### config.mk
export PLATFORM = sky130hd
export DESIGN_NAME = ita_fifo_reader
export DESIGN_NICKNAME = d
export VERILOG_FILES = /design/src/rtl/ita_fifo_reader.sv
export SDC_FILE = /design/constraint.sdc
export NUM_CORES = 1
export LEC_CHECK = 0
export CORE_MARGIN = 2
export CORE_UTILIZATION = 48
export DETAILED_ROUTE_END_ITERATION = 10
export PLACE_DENSITY = 0.89
export RECOVER_POWER = 100
export SLEW_MARGIN = 20
export SYNTH_ARGS = -nofsm -noshare
export SYNTH_HDL_FRONTEND = slang
export SYNTH_SLANG_ARGS = --single-unit
### constraint.sdc
create_clock -name clk_i -period 1.5 [get_ports clk_i]
set_input_delay 0.225 -clock clk_i [delete_from_list [all_inputs] [get_ports clk_i]]
set_output_delay 0.225 -clock clk_i [all_outputs]
set_load 0.005 [all_outputs]
### src/rtl/ita_fifo_reader.sv
// Drains ITA output FIFO words into a buffer and serializes them MSB-slice first onto a narrow valid/ready stream.
// Optional ITA_FIFO_READER_BACK2BACK_EN: refill the buffer on the last-beat handshake to remove the per-word bubble.
module ita_fifo_reader #(
  parameter int unsigned WI         = 8,
  parameter int unsigned N          = 16,
  parameter int unsigned OUT_ELEMS  = 4,
  parameter int unsigned TILE_WORDS = 64
) (
  input  logic                      clk_i,
  input  logic                      rst_i,
  input  logic                      fifo_empty_i,
  input  logic [N*WI-1:0]           data_from_fifo_i,
  output logic                      pop_from_fifo_o,
  output logic                      oup_valid_o,
  input  logic                      oup_ready_i,
  output logic [OUT_ELEMS*WI-1:0]   oup_data_o,
  output logic                      oup_last_o,
  output logic                      busy_o
);

  localparam int unsigned WORD_BITS = N * WI;
  localparam int unsigned BEAT_BITS = OUT_ELEMS * WI;
  localparam int unsigned BEATS     = N / OUT_ELEMS;
  localparam int unsigned BEAT_W    = (BEATS > 1) ? $clog2(BEATS) : 1;
  localparam int unsigned WORD_W    = (TILE_WORDS > 1) ? $clog2(TILE_WORDS) : 1;

  typedef enum logic {
    ST_EMPTY = 1'b0,
    ST_FULL  = 1'b1
  } state_e;

  state_e                 state_q;
  logic [WORD_BITS-1:0]   buf_q;
  logic [BEAT_W-1:0]      beat_q;
  logic [WORD_W-1:0]      word_q;

  logic is_full_c;
  logic last_beat_c;
  logic last_word_c;
  logic hs_c;
  logic word_done_c;

  assign is_full_c   = (state_q == ST_FULL);
  assign last_beat_c = (beat_q == BEAT_W'(BEATS - 1));
  assign last_word_c = (word_q == WORD_W'(TILE_WORDS - 1));
  assign hs_c        = is_full_c && oup_ready_i;
  assign word_done_c = hs_c && last_beat_c;

  // Pop is suppressed during reset so a discarded word never costs a FIFO entry.
`ifdef ITA_FIFO_READER_BACK2BACK_EN
  assign pop_from_fifo_o = !rst_i && !fifo_empty_i && (!is_full_c || word_done_c);
`else
  assign pop_from_fifo_o = !rst_i && !fifo_empty_i && !is_full_c;
`endif

  // Beat 0 is the most significant slice of the buffered word.
  assign oup_data_o  = BEAT_BITS'(buf_q >> (BEAT_BITS * (32'(BEATS - 1) - 32'(beat_q))));
  assign oup_valid_o = is_full_c;
  assign busy_o      = is_full_c;
  assign oup_last_o  = is_full_c && last_beat_c && last_word_c;

  always_ff @(posedge clk_i) begin
    if (rst_i) begin
      state_q <= ST_EMPTY;
      buf_q   <= '0;
      beat_q  <= '0;
      word_q  <= '0;
    end else begin
      case (state_q)
        ST_EMPTY: begin
          if (pop_from_fifo_o) begin
            buf_q   <= data_from_fifo_i;
            beat_q  <= '0;
            state_q <= ST_FULL;
          end
        end
        ST_FULL: begin
          if (hs_c) begin
            if (!last_beat_c) begin
              beat_q <= beat_q + BEAT_W'(1);
            end else begin
              word_q <= last_word_c ? '0 : word_q + WORD_W'(1);
              // A pop here can only happen with back-to-back refill enabled.
              if (pop_from_fifo_o) begin
                buf_q  <= data_from_fifo_i;
                beat_q <= '0;
              end else begin
                state_q <= ST_EMPTY;
              end
            end
          end
        end
        default: state_q <= ST_EMPTY;
      endcase
    end
  end

endmodule

==> results by group <==
Synthesis
  – YS warnings: 0
  – Yosys top cell area share: 0.469
  – EDFF count, synth: 0
  – Mapped Area: 5850 um2
  – Synth area leader: dfxtp_1
  – Post-Syn Nets: between 700 and 800
  – Average cell area after synthesis: roughly 9 um2
  – Yosys cell types: 28
  – Seq cells post-synth: ~140
  – Area contributors post-synth: dfxtp_1 (47%), nand2_1 (17%), mux4_1 (13%), a21oi_1 (11%), buf_6 (3.7%)
  – Sequential share of the synthesized area: 0.469
  – Top-count cell post-synth: nand2_1
  – Commonest cells post-synth: nand2_1 (264), dfxtp_1 (137), a21oi_1 (134)
  – Mapped Cells: 650
  – Post-synth top flop: dfxtp_1
  – Fraction of registers with async set/reset: 0

Drt
  – DRC viols: 0
  – Drt initial violations: 390
  – DRT Wirelength: approximately 16 mm
  – Vias: ~5400
  – Antenna Nets Post-Route: 0
  – Drt via density: approximately 5.4
  – Average wire per standard cell: between 15 and 20 um
  – TritonRoute pass-1 iters: 5

Floorplan
  – IO Count: 168
  – Die ar.: about 13000 um2
  – Row count: 40
  – Height of the die: around 110 um
  – Effective utilization at floorplan: 0.489
  – Core Area: 12000 um2
  – Die width: 114 um

Layout
  – Final core utilization: 0.696
  – Final Instance Area: around 8300 um2
  – Nets: 970
  – Multi-input gate area: about 2700 um2
  – Reg area: around 2800 um2
  – Layout cell share with drive strength beyond 1: 0.190
  – Post-Layout Cell Count: between 900 and 1000
  – FILL cells: about 900
  – Area Growth Syn to Fin: 42.4%
  – Antenna cells: 0

Power
  – Sw Ratio: 0.221
  – Worst vdd ir: 0.858 mV
  – Clock share of power: 0.465
  – PwrDens: 1150 nW/um2
  – Combinational power share: 0.121
  – Total power: 0.00956 W
  – Int Pwr: ~0.0075 W
  – LEAKAGE: 3.21 nW
  – Seq pwr share: 0.414
  – Sw power: approximately 0.0021 W

Placed design
  – HPWL Detailed: ~10 mm
  – Post-DP Area: approximately 7700 um2
  – Dpl cells: about 950
  – Routability Congestion: slightly below 0.8
  – Port Buffers: roughly 170

Worst setup path
  – Type of the worst setup path: flip-flop to output port
  – CP Cell Sequence: buf_12 > buf_12 > mux4_2 > buf_2
  – WP data required: 1270 ps
  – CP peak stage delay: between 400 and 500 ps
  – Critical path arrival: between 1500 and 2000 ps
  – Worst path slowest cell: mux4_2
  – Setup crit start kind: flip-flop
  – Crit path max fanout: 4
  – Most used cell along the critical path: buf_12
  – Crit end category: output port

Run status
  – Failing checks: setup timing
  – Outcome: finished, violations left

Global routing
  – GRT overflow: 0
  – Largest net degree at the start of global routing: roughly 140
  – Gr usage total: 0.258
  – Global-route wire length before repair: 26.3 mm
  – Vias in the first global route: between 5000 and 6000
  – Initial antenna violation count: 0

Clock network
  – Clock buffer count from CTS: 17
  – Worst-path clk slew: about 60 ps
  – H-Tree Depth: 4
  – Clock buffer depth: 2
  – Cts hold-fix bufs: 0
  – Root Buffer: clkbuf_16
  – CTS Sinks: around 140
  – Worst-Skew Late Latency: approximately 400 ps
  – TritonCTS clock tree: built

Timing
  – Fmax: about 530 MHz
  – Skew final: around 5.2 ps
  – Unrepaired setup endpoints after global routing: true
  – Final hold violation count: 0
  – Measured slew at the worst slew-check pin: between 500 and 600 ps
  – Minimum clock period after layout: around 1900 ps
  – Relative slew slack: 0.606
  – Final setup viols: 41
  – Max Slew Vio Count: 0
  – Setup WS post-layout: -390 ps
  – Final Cycle Share: 1.26

Flow run
  – Max Cap Viol: 0

Min path
  – Worst hold path type: primary input to flip-flop
power groups by stage:
stage                     registers (W)  logic [W]  clock network [W]
after floorplan                 0.00398   0.000590                  0
after global placement          0.00400    0.00115                  0
after detailed placement        0.00402    0.00118                  0
after CTS                       0.00395    0.00118            0.00449
after global routing            0.00397    0.00126            0.00468
final                           0.00396    0.00116            0.00445
sequential cells by signal, indices dropped and copies added (netlist names):
name / cells
beat_q: 2
buf_q: 128
word_q: 6
busy_o: 1
metrics by stage:
stage	TNS [ps]	hold slack (ps)	setup WS, ps
global placement	-13890	437	-288
global route	-18260	359	-434
finish	-10810	362	-390
floorplan	0	348	102
CTS	-13280	347	-456
detailed placement	-20750	443	-324
critical path, delay by kind of cell (launching register included):
| family | cells | cell delay [ps] |
|---|---|---|
| flip-flops | 1 | 400 |
| multiplexers | 1 | 490 |
| buffers and inverters | 3 | 370 |
logic make-up (layout without fill, tap and decap cells):
| group | after synthesis | count (layout) | synth area share |
|---|---|---|---|
| muxes | 32 | 32 | 0.141 |
| AOI/OAI and AO/OA | 138 | 138 | 0.120 |
| adders and majority gates | 2 | 2 | 0.00428 |
| xor gates and xnor gates | 2 | 2 | 0.00300 |
| buffers and inverters | 53 | 252 | 0.0693 |
| and+or+nand+nor | 286 | 286 | 0.193 |
| DFF | 137 | 137 | 0.469 |
per-layer routing:
metal / vias up / wire length (um) / track usage
li1: 2563 / - / -
met1: 2558 / 6480 / 0.297
met2: 255 / 8460 / 0.458
met3: 34 / 1150 / 0.0699
met4: 0 / 408 / 0.100
met5: - / 0 / 0
final cells by class:
cell class	count	area share
timing repair buffer	220	0.252
tap	147	0.0221
sequential	137	0.330
clock buffer	25	0.0595
clock inverter	7	0.0165
multi-input combinational	460	0.319
worst paths after layout:
kind	start	to	slack (ps)	cells past startpoint
setup reg to reg	beat_q[1]	beat_q[0]	-50	8
hold / removal	data_from_fifo_i[88]	buf_q[88]	360	3
hold reg to reg	buf_q[30]	buf_q[30]	450	2
setup / recovery	beat_q[1]	oup_data_o[27]	-390	4
timing repair:
item,in CTS,in global routing
resized for setup,201,8
pin swaps,7,4
gates cloned,2,0
buffers inserted,14,1
setup endpoints to repair,37,40
cells in the final DEF (no fill, tap or decap), drive strengths merged, types with 3 or more instances in the layout:
| cell | netlist | routed |
|---|---|---|
| a21oi | 134 | 134 |
| buf | 38 | 84 |
| bufinv | 0 | 4 |
| clkbuf | 15 | 29 |
| clkdlybuf4s50 | 0 | 130 |
| dfxtp | 137 | 137 |
| mux4 | 32 | 32 |
| nand2 | 264 | 264 |
| nand3 | 3 | 3 |
| nor2 | 8 | 8 |
Note: power is estimated with default switching activity, not from simulation.
